===== config.mk =====
export PLATFORM = sky130hd
export DESIGN_NAME = micro_op_decoder_flat
export DESIGN_NICKNAME = d
export VERILOG_FILES = /design/src/rtl/micro_op_decoder_if.sv /design/src/rtl/micro_op_decoder.sv /design/src/flat_wrapper.sv
export SDC_FILE = /design/constraint.sdc
export NUM_CORES = 1
export LEC_CHECK = 0
export ABC_CLOCK_PERIOD_IN_PS = 4600
export CAP_MARGIN = 20
export CORE_UTILIZATION = 63
export DETAILED_ROUTE_END_ITERATION = 8
export PLACE_DENSITY = 0.82
export SLEW_MARGIN = 20
export SYNTH_ARGS = -nofsm -noshare
export SYNTH_HDL_FRONTEND = slang
export SYNTH_SLANG_ARGS = --single-unit

===== constraint.sdc =====
create_clock -name clk -period 4.6 [get_ports clk]
set_input_delay 0.92 -clock clk [delete_from_list [all_inputs] [get_ports clk]]
set_output_delay 0.92 -clock clk [all_outputs]
set_load 0.01 [all_outputs]

===== src/rtl/micro_op_decoder_if.sv =====
// -----------------------------------------------------------------------------
// micro_op_decoder_if
//   Bundle between the microsequencer and the micro-op decoder.
//   The sequencer drives the micro-op address (mir). The decoder returns the
//   stall request and every datapath/memory control strobe.
//
//   Signals:
//     mir        [5:0]  micro-op address (0 idle, 1..56 legal, 57..63 illegal)
//     stall             hold request back to the sequencer
//     bus_sel    [3:0]  bus source select
//     ld_en      [7:0]  one-hot register load (PC,AR,DR,IR,AC,RA,RB,RC)
//     pc_inc            PC increment
//     alu_op     [2:0]  ALU operation
//     z_we              Z flag write enable
//     mem_rd / mem_wr   memory read / write, held for the whole access
//     instr_done        last micro-op of an instruction
//     illegal_op        sticky illegal micro-op flag
//
//   Modports:
//     master  sequencer side (drives mir)
//     slave   decoder side (drives everything else)
// -----------------------------------------------------------------------------
interface micro_op_decoder_if;
    logic [5:0] mir;
    logic       stall;
    logic [3:0] bus_sel;
    logic [7:0] ld_en;
    logic       pc_inc;
    logic [2:0] alu_op;
    logic       z_we;
    logic       mem_rd;
    logic       mem_wr;
    logic       instr_done;
    logic       illegal_op;

    modport master (
        output mir,
        input  stall, bus_sel, ld_en, pc_inc, alu_op, z_we,
               mem_rd, mem_wr, instr_done, illegal_op
    );

    modport slave (
        input  mir,
        output stall, bus_sel, ld_en, pc_inc, alu_op, z_we,
               mem_rd, mem_wr, instr_done, illegal_op
    );
endinterface


===== src/rtl/micro_op_decoder.sv =====
// -----------------------------------------------------------------------------
// micro_op_decoder
//   Consumer end of the microsequencer. It samples the micro-op address each
//   cycle and turns it into registered datapath control strobes, one cycle
//   after the sampling edge. Memory micro-ops are stretched by MEM_LAT wait
//   cycles. During those cycles the decoder holds stall high, and the
//   sequencer holds mir.
//
//   Parameters:
//     MEM_LAT  extra wait cycles per memory micro-op (0..15), 0 = single cycle
//
//   Ports:
//     clk    system clock, rising edge
//     rst_n  asynchronous active-low reset
//     mop    micro_op_decoder_if.slave (mir in, stall + control strobes out)
//
//   Optional feature:
//     MOP_ERR_TRAP_EN  when defined, micro-op addresses 57..63 set a sticky
//                      illegal_op flag and park the decoder in HALT (stall
//                      high, all strobes low) until reset. When undefined,
//                      those addresses decode as idle and illegal_op is 0.
// -----------------------------------------------------------------------------
module micro_op_decoder #(
    parameter int unsigned MEM_LAT = 2
) (
    input  logic               clk,
    input  logic               rst_n,
    micro_op_decoder_if.slave  mop
);

    // Bus source codes
    localparam logic [3:0] BUS_NONE = 4'd0;
    localparam logic [3:0] BUS_PC   = 4'd1;
    localparam logic [3:0] BUS_DR   = 4'd2;
    localparam logic [3:0] BUS_AC   = 4'd3;
    localparam logic [3:0] BUS_RA   = 4'd4;
    localparam logic [3:0] BUS_MEM  = 4'd7;

    // One-hot load enables
    localparam logic [7:0] LD_PC = 8'h01;
    localparam logic [7:0] LD_AR = 8'h02;
    localparam logic [7:0] LD_DR = 8'h04;
    localparam logic [7:0] LD_IR = 8'h08;
    localparam logic [7:0] LD_AC = 8'h10;
    localparam logic [7:0] LD_RA = 8'h20;

    // ALU operations
    localparam logic [2:0] ALU_PASS = 3'd0;
    localparam logic [2:0] ALU_ADD  = 3'd1;
    localparam logic [2:0] ALU_SUB  = 3'd2;
    localparam logic [2:0] ALU_MUL  = 3'd3;
    localparam logic [2:0] ALU_INC  = 3'd4;
    localparam logic [2:0] ALU_CLR  = 3'd5;

    localparam logic [3:0] LAT_CNT = 4'(MEM_LAT);

    typedef struct packed {
        logic [3:0] bus_sel;
        logic [7:0] ld_en;
        logic       pc_inc;
        logic [2:0] alu_op;
        logic       z_we;
        logic       mem_rd;
        logic       mem_wr;
        logic       instr_done;
    } ctrl_t;

    typedef enum logic [1:0] {
        ST_RUN      = 2'd0,
        ST_MEM_WAIT = 2'd1,
        ST_HALT     = 2'd2
    } state_t;

    state_t     state_q;
    logic [3:0] cnt_q;
    logic       stall_q;
    ctrl_t      ctrl_q;     // strobes presented to the datapath
    ctrl_t      held_q;     // full decode of the memory op in flight
    ctrl_t      dec_d;      // combinational decode of mir
    ctrl_t      dec_wait;   // decode with the end-of-access strobes masked
    logic       dec_is_mem;

    // Index (0..2) of RA/RB/RC selects consecutive bus codes and load bits.
    function automatic logic [3:0] rx_bus(input logic [1:0] idx);
        return BUS_RA + {2'b00, idx};
    endfunction

    function automatic logic [7:0] rx_ld(input logic [1:0] idx);
        return LD_RA << idx;
    endfunction

    always_comb begin
        dec_d = '0;
        case (mop.mir) inside
            6'd1, 6'd4, 6'd8, 6'd12, 6'd14, 6'd16, 6'd52: begin
                dec_d.bus_sel = BUS_PC;  dec_d.ld_en = LD_AR;
            end
            6'd2, 6'd5, 6'd9: begin
                dec_d.bus_sel = BUS_MEM; dec_d.ld_en = LD_DR;
                dec_d.pc_inc  = 1'b1;    dec_d.mem_rd = 1'b1;
            end
            6'd3: begin
                dec_d.bus_sel = BUS_DR;  dec_d.ld_en = LD_IR;
            end
            6'd6, 6'd10: begin
                dec_d.bus_sel = BUS_DR;  dec_d.ld_en = LD_AR;
            end
            6'd7: begin
                dec_d.bus_sel = BUS_MEM; dec_d.ld_en = LD_AC; dec_d.mem_rd = 1'b1;
            end
            6'd11: begin
                dec_d.bus_sel = BUS_AC;  dec_d.mem_wr = 1'b1;
            end
            6'd13, 6'd15, 6'd17: begin
                dec_d.bus_sel = BUS_MEM;
                dec_d.ld_en   = rx_ld(2'((mop.mir - 6'd13) >> 1));
                dec_d.pc_inc  = 1'b1;    dec_d.mem_rd = 1'b1;
            end
            6'd18, 6'd27: begin
                dec_d.bus_sel = rx_bus(2'd0); dec_d.ld_en = LD_AR;
            end
            6'd21, 6'd30: begin
                dec_d.bus_sel = rx_bus(2'd1); dec_d.ld_en = LD_AR;
            end
            6'd24, 6'd33: begin
                dec_d.bus_sel = rx_bus(2'd2); dec_d.ld_en = LD_AR;
            end
            6'd19, 6'd22, 6'd25: begin
                dec_d.bus_sel = BUS_MEM; dec_d.ld_en = LD_DR; dec_d.mem_rd = 1'b1;
            end
            6'd20, 6'd23, 6'd26: begin
                dec_d.bus_sel = BUS_DR;  dec_d.ld_en = LD_AC;
            end
            6'd28, 6'd31, 6'd34: begin
                dec_d.bus_sel = BUS_AC;  dec_d.ld_en = LD_DR;
            end
            6'd29, 6'd32, 6'd35: begin
                dec_d.bus_sel = BUS_DR;  dec_d.mem_wr = 1'b1;
            end
            [6'd36:6'd38]: begin
                dec_d.bus_sel = BUS_AC;
                dec_d.ld_en   = rx_ld(2'(mop.mir - 6'd36));
                dec_d.alu_op  = ALU_PASS;
            end
            [6'd39:6'd41]: begin
                dec_d.bus_sel = rx_bus(2'(mop.mir - 6'd39));
                dec_d.ld_en   = LD_AC; dec_d.alu_op = ALU_ADD; dec_d.z_we = 1'b1;
            end
            [6'd42:6'd44]: begin
                // Rx <= Rx + 1: the register is both the source and the destination.
                dec_d.bus_sel = rx_bus(2'(mop.mir - 6'd42));
                dec_d.ld_en   = rx_ld(2'(mop.mir - 6'd42));
                dec_d.alu_op  = ALU_INC; dec_d.z_we = 1'b1;
            end
            [6'd45:6'd47]: begin
                dec_d.bus_sel = rx_bus(2'(mop.mir - 6'd45));
                dec_d.ld_en   = LD_AC; dec_d.alu_op = ALU_SUB; dec_d.z_we = 1'b1;
            end
            6'd48: begin
                dec_d.bus_sel = BUS_AC;  dec_d.ld_en = LD_AC;
                dec_d.alu_op  = ALU_INC; dec_d.z_we  = 1'b1;
            end
            [6'd49:6'd51]: begin
                dec_d.bus_sel = rx_bus(2'(mop.mir - 6'd49));
                dec_d.ld_en   = LD_AC; dec_d.alu_op = ALU_MUL; dec_d.z_we = 1'b1;
            end
            6'd53: begin
                dec_d.bus_sel = BUS_MEM; dec_d.ld_en = LD_PC; dec_d.mem_rd = 1'b1;
            end
            6'd54: begin
                dec_d.pc_inc = 1'b1;
            end
            6'd55: begin
                dec_d.bus_sel = BUS_NONE; dec_d.ld_en = LD_AC;
                dec_d.alu_op  = ALU_CLR;  dec_d.z_we  = 1'b1;
            end
            default: ;  // 0, 56 and 57..63 drive no strobes
        endcase

        dec_d.instr_done = mop.mir inside {6'd7, 6'd11, 6'd13, 6'd15, 6'd17, 6'd20,
                                           6'd23, 6'd26, 6'd29, 6'd32, 6'd35,
                                           [6'd36:6'd51], [6'd53:6'd56]};

        // While the access is pending, only the bus and memory strobes are visible.
        // The load, increment and done strobes are held back for the final cycle.
        dec_wait            = dec_d;
        dec_wait.ld_en      = '0;
        dec_wait.pc_inc     = 1'b0;
        dec_wait.instr_done = 1'b0;
    end

    assign dec_is_mem = dec_d.mem_rd | dec_d.mem_wr;

`ifdef MOP_ERR_TRAP_EN
    logic illegal_q;
`endif

    always_ff @(posedge clk or negedge rst_n) begin
        if (!rst_n) begin
            state_q <= ST_RUN;
            cnt_q   <= '0;
            stall_q <= 1'b0;
            ctrl_q  <= '0;
            held_q  <= '0;
`ifdef MOP_ERR_TRAP_EN
            illegal_q <= 1'b0;
`endif
        end else begin
            case (state_q)
                ST_RUN: begin
`ifdef MOP_ERR_TRAP_EN
                    if (mop.mir >= 6'd57) begin
                        state_q   <= ST_HALT;
                        illegal_q <= 1'b1;
                        stall_q   <= 1'b1;
                        ctrl_q    <= '0;
                    end else
`endif
                    if (dec_is_mem && (MEM_LAT != 0)) begin
                        state_q <= ST_MEM_WAIT;
                        cnt_q   <= LAT_CNT;
                        stall_q <= 1'b1;
                        ctrl_q  <= dec_wait;
                        held_q  <= dec_d;
                    end else begin
                        stall_q <= 1'b0;
                        ctrl_q  <= dec_d;
                    end
                end
                ST_MEM_WAIT: begin
                    // mir is ignored here. The sequencer holds it while stall is high.
                    if (cnt_q == 4'd1) begin
                        state_q <= ST_RUN;
                        cnt_q   <= '0;
                        stall_q <= 1'b0;
                        ctrl_q  <= held_q;
                    end else begin
                        cnt_q <= cnt_q - 4'd1;
                    end
                end
                ST_HALT: begin
                    stall_q <= 1'b1;
                    ctrl_q  <= '0;
                end
                default: begin
                    state_q <= ST_RUN;
                    stall_q <= 1'b0;
                    ctrl_q  <= '0;
                end
            endcase
        end
    end

    assign mop.stall      = stall_q;
    assign mop.bus_sel    = ctrl_q.bus_sel;
    assign mop.ld_en      = ctrl_q.ld_en;
    assign mop.pc_inc     = ctrl_q.pc_inc;
    assign mop.alu_op     = ctrl_q.alu_op;
    assign mop.z_we       = ctrl_q.z_we;
    assign mop.mem_rd     = ctrl_q.mem_rd;
    assign mop.mem_wr     = ctrl_q.mem_wr;
    assign mop.instr_done = ctrl_q.instr_done;
`ifdef MOP_ERR_TRAP_EN
    assign mop.illegal_op = illegal_q;
`else
    assign mop.illegal_op = 1'b0;
`endif

endmodule

===== src/flat_wrapper.sv =====
// flat-port wrapper written by rule: the top's interface ports become plain ports
module micro_op_decoder_flat 
#(
    parameter int unsigned MEM_LAT = 2
)
  (clk, rst_n, mop_mir, mop_stall, mop_bus_sel, mop_ld_en, mop_pc_inc, mop_alu_op, mop_z_we, mop_mem_rd, mop_mem_wr, mop_instr_done, mop_illegal_op);
  micro_op_decoder_if mop_i ();
  input  logic clk;
  input  logic rst_n;
  input wire logic [$bits(mop_i.mir)-1:0] mop_mir;
  output wire logic [$bits(mop_i.stall)-1:0] mop_stall;
  output wire logic [$bits(mop_i.bus_sel)-1:0] mop_bus_sel;
  output wire logic [$bits(mop_i.ld_en)-1:0] mop_ld_en;
  output wire logic [$bits(mop_i.pc_inc)-1:0] mop_pc_inc;
  output wire logic [$bits(mop_i.alu_op)-1:0] mop_alu_op;
  output wire logic [$bits(mop_i.z_we)-1:0] mop_z_we;
  output wire logic [$bits(mop_i.mem_rd)-1:0] mop_mem_rd;
  output wire logic [$bits(mop_i.mem_wr)-1:0] mop_mem_wr;
  output wire logic [$bits(mop_i.instr_done)-1:0] mop_instr_done;
  output wire logic [$bits(mop_i.illegal_op)-1:0] mop_illegal_op;
  assign mop_i.mir = mop_mir;
  assign mop_stall = mop_i.stall;
  assign mop_bus_sel = mop_i.bus_sel;
  assign mop_ld_en = mop_i.ld_en;
  assign mop_pc_inc = mop_i.pc_inc;
  assign mop_alu_op = mop_i.alu_op;
  assign mop_z_we = mop_i.z_we;
  assign mop_mem_rd = mop_i.mem_rd;
  assign mop_mem_wr = mop_i.mem_wr;
  assign mop_instr_done = mop_i.instr_done;
  assign mop_illegal_op = mop_i.illegal_op;
  micro_op_decoder #(.MEM_LAT(MEM_LAT)) u_core (.clk(clk), .rst_n(rst_n), .mop(mop_i));
endmodule

# Yosys cells after proc, flatten, opt, wreduce, memory -nomap -nowiden
# Index checks and enable logic that the tools add are counted.
# W data, S select, Z words.
# totals
ff_bits	47
inputBits	8
output_inout_bits	22
word_cells	275
# classes
add_sub_neg	11
n_lt_le_gt_ge	12
n_eq_ne	45
shift	3
mux	159
bitwise_logic	2
n_reduce_logical	24
# op_table
op	n
$mux W8	17
$eq A6 B5 Y1 const B	16
$mux W4	22
$mux W1	82
$mux W3	24
$eq A6 B6 Y1 const B	9
$eq A6 B4 Y1 const B	8
$pmux W20 S2	1
$ge A6 B6 Y1 const B	6
$le A6 B6 Y1 const B	6
$mux W5	6
$eq A6 B3 Y1 const B	4
$shl A6 B2 Y8 const A	3
$mux W20	1
$reduce_or A3 Y1	6
$add A3 B2 Y4 const A	4
$mux W16	1
$reduce_bool A13 Y1	1
$eq A6 B2 Y1 const B	2
$pmux W4 S2	1
$reduce_or A2 Y1	4
$logic_and A1 B1 Y1	7
$reduce_or A7 Y1	1
$eq A6 B1 Y1 const B	1
other kinds (17)	23

# Longest topological paths before layout
# Gate-level depths: netlist (run 1).
# depth
depth_word	26
ltp_mapped	10
depth_no_buf	8

# Least setup slack after synthesis (run 1)
# No wires, ideal clock.
# synth_path
kind	input port to flip-flop
from	in mop_mir[0]
to	reg u_core.held_q[16] in the netlist's numbering
setup_time_ns	0.125
t_arrival_ns	2.766
t_required_ns	4.475
path_slack_ns	1.709
cell_stages	9
n_path_buf	1
cell_sequence	inv_1 -> ha_1 -> clkbuf_1 -> nand4b_1 -> a21oi_2 -> nor2_1 -> a211o_1 -> a22oi_4 -> mux2_4
# synth_via
elab_chain_cells	24
elab_cells_between_ends	130
cone_classes	8 x add/sub; 10 x order compare; 38 x eq/ne; 56 x mux; 1 x bitwise; 17 x reduce/logical
# synth_lines
element	line_no	text
from (decl)	flat_wrapper.sv:10	input wire logic [$bits(mop_i.mir)-1:0] mop_mir;
$ge A6 B6 Y1 (no line), or another cell as far along	n/a	
$logic_and A1 B1 Y1 (no line) or $mux W1 (tied branches)	n/a	
$mux W1 (20 in a row)	micro_op_decoder.sv:94	case (mop.mir) inside
$or A1 B1 Y1	micro_op_decoder.sv:192	assign dec_is_mem = dec_d.mem_rd | dec_d.mem_wr;
$reduce_and A2 Y1 (no line)	n/a	
to (signal assigned)	micro_op_decoder.sv:204	held_q <= '0;
to (signal assigned)	micro_op_decoder.sv:224	held_q <= dec_d;
to (decl)	micro_op_decoder.sv:78	ctrl_t held_q;
# Parallel ways exist; a longest one is shown, timed or not.
# A chain may end at the register's enable or synchronous reset.

# Worst setup path in the final report (run 1)
# layout_path
from	in mop_mir[1]
to	reg u_core.held_q[15] in the netlist's numbering
# The elaborated chain is that of the path after synthesis.

==> metrics, run 1 <==
status=completed; drt wl/cell=18.7 um; pin count of the biggest net entering global routing=45; CTS Hold Buffers Added=0; die width=74.2 um; initial antenna violation count=0; htree depth=2; cell repeated most along the worst path=mux2i_1; Antenna diodes=0; Yosys warnings=0; drt pass-1 iters=5; Final period util=0.839; RD Place Congestion=1.01; Avg Cell Area, Syn=8.72 um2; RSZ-0062 raised after global routing=no; Hold WS=0.486 ns; placed cell area=3530 um2; core area=4880 um2; routed wire length=8600 um; Final Hold Viols=0; hold depth=1; stages on the worst setup path=10; Slew Viols, Final=0; Num CTS Buffers=5; final setup fails=0; top-level I/O count=30; crit start category=input port; Synth area leader=dfrtp_1; antenna viol nets, final=0; starting DRC count in detailed routing=285; worst-margin pin slew=0.954 ns; CTS max path bufs=2; Via Count=2930; LEAKAGE=1.59 nW; R2R cell count=6; DP Cell Count=451; Req. time, crit path=4.82 ns; clock slew at reported path FFs=0.08 ns; Post-synth EDFFs=0; Post-route DRC=0; Synth top cells by count=nand2_1, dfrtp_1, nor2_1, a21oi_1; Overall Global Routing Usage=0.335; Via density=6.38; sequence of cells on the critical path=clkdlybuf4s50_1 > inv_1 > ha_1 > mux2i_1 > o22ai_4 > nor2_1 > a211o_1 > a22oi_4 > buf_4 > mux2i_1; wl on met1=3790 um; share of cells above drive strength 1=0.102; number of global-route vias before repair=2749; uppermost routed layer=met4; Clock Sinks=44; most numerous cell in the Yosys netlist=nand2_1; fmax=259 MHz; HPWL Detailed=6340 um; Slowest-stage cell, CP=ha_1; Non-Filler Instances=459; mapped cell area=3290 um2; first-pass GRT wire length=13900 um; Synth top area share=0.335; type of the most critical hold path=flop to flop; skew final=0.00629 ns; Crit Path Class=input port to flop; final setup TNS=0 ns; synth unique cells=71; FP Rows=25; register area share after synthesis=0.335; normalized max-slew margin=0.363; die height=74.2 um; ys flop type=dfrtp_1; CTS tree=yes; synthesis-stage register bit count=44; Design Area, Final=3630 um2; die area=5510 um2; Syn Inst Count=377; maxcap violations=0; clock latency on the worst-skew pair=0.29 ns; Worst Path Arrival=4.08 ns; peak supply drop=237 uV; slowest stage delay, CP=0.68 ns; Root Buffer Master=clkbuf_8; top post-synthesis cells by area=dfrtp_1, mux2i_1, nand2_1; Synth async-reset ratio=1.00; GR Overflow Total=0; met3 wire length=457 um; Initial Utilization=0.674; WP buf/inv=3; Area Growth Syn to Fin=10.5%; CTS resizes=0; power per cell area=418 nW/um2; delay-heaviest family, CP=compound AO/OA/AOI/OAI gates; Port Buffers=27; crit end category=flop; fin crit period=3.86 ns; routed wl met2=4090 um; post-CTS setup buffers=0; Final #Nets=405; crit path max fanout=20
[placed cells by master, fill, tap and decap left out, drive strengths merged, types with 5 or more instances in the layout]
master / instances
a211oi: 7
a21oi: 20
a31oi: 5
and2: 9
buf: 11
clkbuf: 6
clkdlybuf4s50: 26
dfrtp: 44
ha: 6
inv: 13
mux2: 5
mux2i: 18
nand2: 48
nand2b: 11
nand3: 11
nor2: 24
nor2b: 8
nor3: 8
o211ai: 5
o21ai: 22
o22ai: 9
[per-stage QoR]
step                setup WS (ns)   util  power [W]
finish                      0.741  0.745    0.00152
global route                0.561  0.745    0.00161
CTS                         0.783  0.745    0.00151
detailed placement          0.478  0.723    0.00123
global placement            0.641  0.723    0.00120
floorplan                    1.71      -   0.000997
[report_power, final]
part / switching, W / internal, W
sequential: 0.0000741 / 0.000496
combinational: 0.000367 / 0.000290
clock: 0.000129 / 0.000161
total: 0.000570 / 0.000947
[state kept, by name, indices dropped and copies added (netlist names), 3 cells and up]
name,count
u_core.mop.alu_op,3
u_core.cnt_q,4
u_core.mop.ld_en,8
u_core.held_q,19
u_core.mop.bus_sel,3
[logic make-up (layout without fill, tap and decap cells)]
group / after synthesis / count (layout) / share of synthesized area
and+or+nand+nor: 142 / 142 / 0.227
AOI/OAI and AO/OA: 113 / 113 / 0.255
buffers and inverters: 45 / 59 / 0.0735
DFF: 44 / 44 / 0.335
muxes: 23 / 23 / 0.0777
adders and majority gates: 6 / 6 / 0.0228
xor gates and xnor gates: 3 / 3 / 0.00800
other: 1 / 2 / 0.00114
[worst reg2reg max path, cell delays in order (launching register included)]
cell	delay, ns
dfrtp_1	0.44
ha_1	0.23
nand2_1	0.70
nand2_1	0.29
nor4_1	0.33
nor2_1	0.07
a31oi_1	0.14
[worst paths after layout]
kind,startpoint,slack (ns),endpoint
hold reg to reg,u_core.held_q[17]$_DFFE_PN0P_,0.49,u_core.held_q[17]$_DFFE_PN0P_
setup reg to reg,u_core.cnt_q[0]$_DFFE_PN0P_,2.32,u_core.cnt_q[3]$_DFFE_PN0P_
max in group asynchronous,rst_n,3.26,u_core.cnt_q[0]$_DFFE_PN0P_
setup / recovery,mop_mir[1],0.74,u_core.held_q[15]$_DFFE_PN0P_
min in group asynchronous,rst_n,0.75,u_core.held_q[6]$_DFFE_PN0P_
hold / removal,u_core.held_q[17]$_DFFE_PN0P_,0.49,u_core.held_q[17]$_DFFE_PN0P_
[layer usage]
metal | track usage | vias up
li1 | - | 1391
met1 | 0.450 | 1393
met2 | 0.551 | 126
met3 | 0.0366 | 20
met4 | 0.143 | 0
met5 | 0 | -
[area by class of cell]
type                    count  area, um2
multi-input cells         289       1950
fillers                   370       1250
flip-flops and latches     44       1100
repair buffers             37        340
well taps                  67       83.8
clock buffers               6       72.6
inverters                  14       52.6
clock inverters             2       35.0
Power figures use the tool's default switching activity.
==> run 2, diff against run 1 <==
ABC_CLOCK_PERIOD_IN_PS = 3100   (was 4600)
CORE_UTILIZATION = 53   (was 63)
PLACE_DENSITY = 0.73   (was 0.82)
clock period = 3.1 ns   (was 4.6 ns; I/O delays follow)
==> metrics, run 2 (synthesis gave the netlist of run 1 again) <==
status=completed (unchanged); maxcap violations=0 (unchanged); peak supply drop=520 uV (was 237 uV); CTS max path bufs=2 (unchanged); Port Buffers=27 (unchanged); Root Buffer Master=clkbuf_8 (unchanged); Post-route DRC=0 (unchanged); Initial Utilization=0.552 (was 0.674); Area Growth Syn to Fin=31.7% (was 10.5%); first-pass GRT wire length=15600 um (was 13900 um); GR Overflow Total=0 (unchanged); sequence of cells on the critical path=clkdlybuf4s50_1 > buf_12 > buf_4 > a21o_1 > a221oi_4 > a21oi_2 > nor4_4 > a22oi_4 > buf_12 > buf_4 > and2_1 (was clkdlybuf4s50_1 > inv_1 > ha_1 > mux2i_1 > o22ai_4 > nor2_1 > a211o_1 > a22oi_4 > buf_4 > mux2i_1); clock latency on the worst-skew pair=0.29 ns (about the same); initial antenna violation count=0 (unchanged); WP buf/inv=5 (was 3); drt pass-1 iters=4 (was 5); type of the most critical hold path=input port to asynchronous set/reset pin (was flop to flop); crit path max fanout=24 (was 20); slowest stage delay, CP=0.45 ns (was 0.68 ns); normalized max-slew margin=0.347 (was 0.363); Slowest-stage cell, CP=clkdlybuf4s50_1 (was ha_1); met3 usage=0.0326 (was 0.0366); worst-margin pin slew=0.979 ns (was 0.954 ns); share of cells above drive strength 1=0.271 (was 0.102); Crit Path Class=input port to flop (unchanged); Worst Path Arrival=3.04 ns (was 4.08 ns); delay-heaviest family, CP=buffers and inverters (was compound AO/OA/AOI/OAI gates); fin crit period=2.85 ns; Overall Global Routing Usage=0.316 (was 0.335); final core occ=0.727 (was 0.745); die height=80.8 um (was 74.2 um); skew final=0.00524 ns (was 0.00629 ns); Biggest register=u_core.held_q (unchanged); RSZ-0062 raised after global routing=no (unchanged); crit end category=flop (unchanged); HPWL Detailed=7260 um (was 6340 um); starting DRC count in detailed routing=190 (was 285); Non-Filler Instances=544 (was 459); FP Rows=28 (was 25); LEAKAGE=2.01 nW (was 1.59 nW); GR Util met1=0.402 (was 0.450); clock slew at reported path FFs=0.08 ns (about the same); Via Count=3332 (was 2930); most common cell after layout, fill and taps aside=buf_4 (was nand2_1); fmax=351 MHz; met2 Use GR=0.543 (was 0.551); power per cell area=565 nW/um2 (was 418 nW/um2); Final period util=0.918; htree depth=2 (unchanged); Slew Viols, Final=0 (unchanged); Final #Nets=483 (was 405); DP Cell Count=535 (was 451); drt wl/cell=18.0 um (was 18.7 um); Clock Sinks=44 (unchanged); die area=6520 um2 (was 5510 um2); RD Place Congestion=1.03 (was 1.01); max reg flops=19 (unchanged); Num CTS Buffers=5 (unchanged); sequential cell area=1100 um2 (unchanged); pin count of the biggest net entering global routing=45 (unchanged); Final Hold Viols=0 (unchanged); Antenna diodes=0 (unchanged); Multi-input gate area=1990 um2 (was 1950 um2); antenna viol nets, final=0 (unchanged); die width=80.8 um (was 74.2 um); crit start category=input port (unchanged); busiest grt layer=met2 (unchanged); core area=5960 um2 (was 4880 um2); number of global-route vias before repair=3217 (was 2749); final setup fails=0 (unchanged); Via density=6.13 (was 6.38); routed wire length=9810 um (was 8600 um); fillers=456 (was 370); top-level I/O count=30 (unchanged); most frequent cells in the layout=buf_4, nand2_1, dfrtp_1 (was nand2_1, dfrtp_1, clkdlybuf4s50_1); Req. time, crit path=3.29 ns (was 4.82 ns); CTS tree=yes (unchanged)
## run 2: cell types whose count changed in the layout (fill, tap and decap cells not counted), moves of 2 or more
| cell | before | now |
|---|---|---|
| buf_4 | 10 | 85 |
| o21ai_0 | 18 | 15 |
| clkdlybuf4s50_1 | 26 | 24 |
| ha_2 | 0 | 3 |
| dlymetal6s2s_1 | 0 | 2 |
| buf_12 | 0 | 3 |
| ha_1 | 6 | 3 |
| o21ai_1 | 4 | 6 |
## run 2: power breakdown
part           switching, W  internal, W  total, W
Combinational      0.000549     0.000517   0.00107
Clock              0.000195     0.000317  0.000513
Sequential         0.000131     0.000735  0.000866
Total              0.000875      0.00157   0.00244
## run 2: path summary, 6_finish.rpt
path	slack, ns	endpoint	depth (start not counted)	startpoint
worst min-delay path	0.48	u_core.mop.stall$_DFFE_PN0P_	1	rst_n
min in group clk	0.48	u_core.held_q[17]$_DFFE_PN0P_	1	u_core.held_q[17]$_DFFE_PN0P_
max in group asynchronous	2.01	u_core.state_q[0]$_DFFE_PN0P_	1	rst_n
worst max register to register	1.14	u_core.mop.mem_rd$_DFFE_PN0P_	3	u_core.state_q[0]$_DFFE_PN0P_
worst min register to register	0.48	u_core.held_q[17]$_DFFE_PN0P_	1	u_core.held_q[17]$_DFFE_PN0P_
worst max-delay path	0.25	u_core.held_q[5]$_DFFE_PN0P_	11	mop_mir[3]
## run 2: worst reg2reg max path, cell delays in order, from the launching register on
cell and delay (ns):
dfrtp_1 0.64, clkinv_1 0.63, o21ai_1 0.39, a21boi_0 0.23
## run 2: area by class of cell
cell class,instances,area share
clock inverter,2,0.0139
multi-input combinational,289,0.459
timing repair buffer,115,0.224
inverter,14,0.0121
clock buffer,5,0.0159
sequential,44,0.254
tap,75,0.0217
## run 2: per-layer routing
layer  vias up  wire, um
li1       1550         -
met1      1618      4170
met2       136      4810
met3        28       506
met4         0       325
met5         -         0
## run 2: stage by stage
step                total power, W  hold slack [ns]  instance area [um2]  setup slack, ns  TNS [ns]
floorplan                  0.00148            0.324                 3290            0.509         0
global placement           0.00188            0.452                 4140           -0.256     -5.88
detailed placement         0.00192            0.462                 4140           -0.368     -7.03
CTS                        0.00243            0.484                 4270           0.0134         0
global route               0.00257            0.517                 4330            0.178         0
finish                     0.00244            0.479                 4330            0.254         0
## run 2: repair_timing
item,CTS,global route
cloned,0,0
pin swaps,0,4
resized for setup,1,13
endpoints found under the setup margin,2,30
setup buffers,0,2
hold buffers,0,0
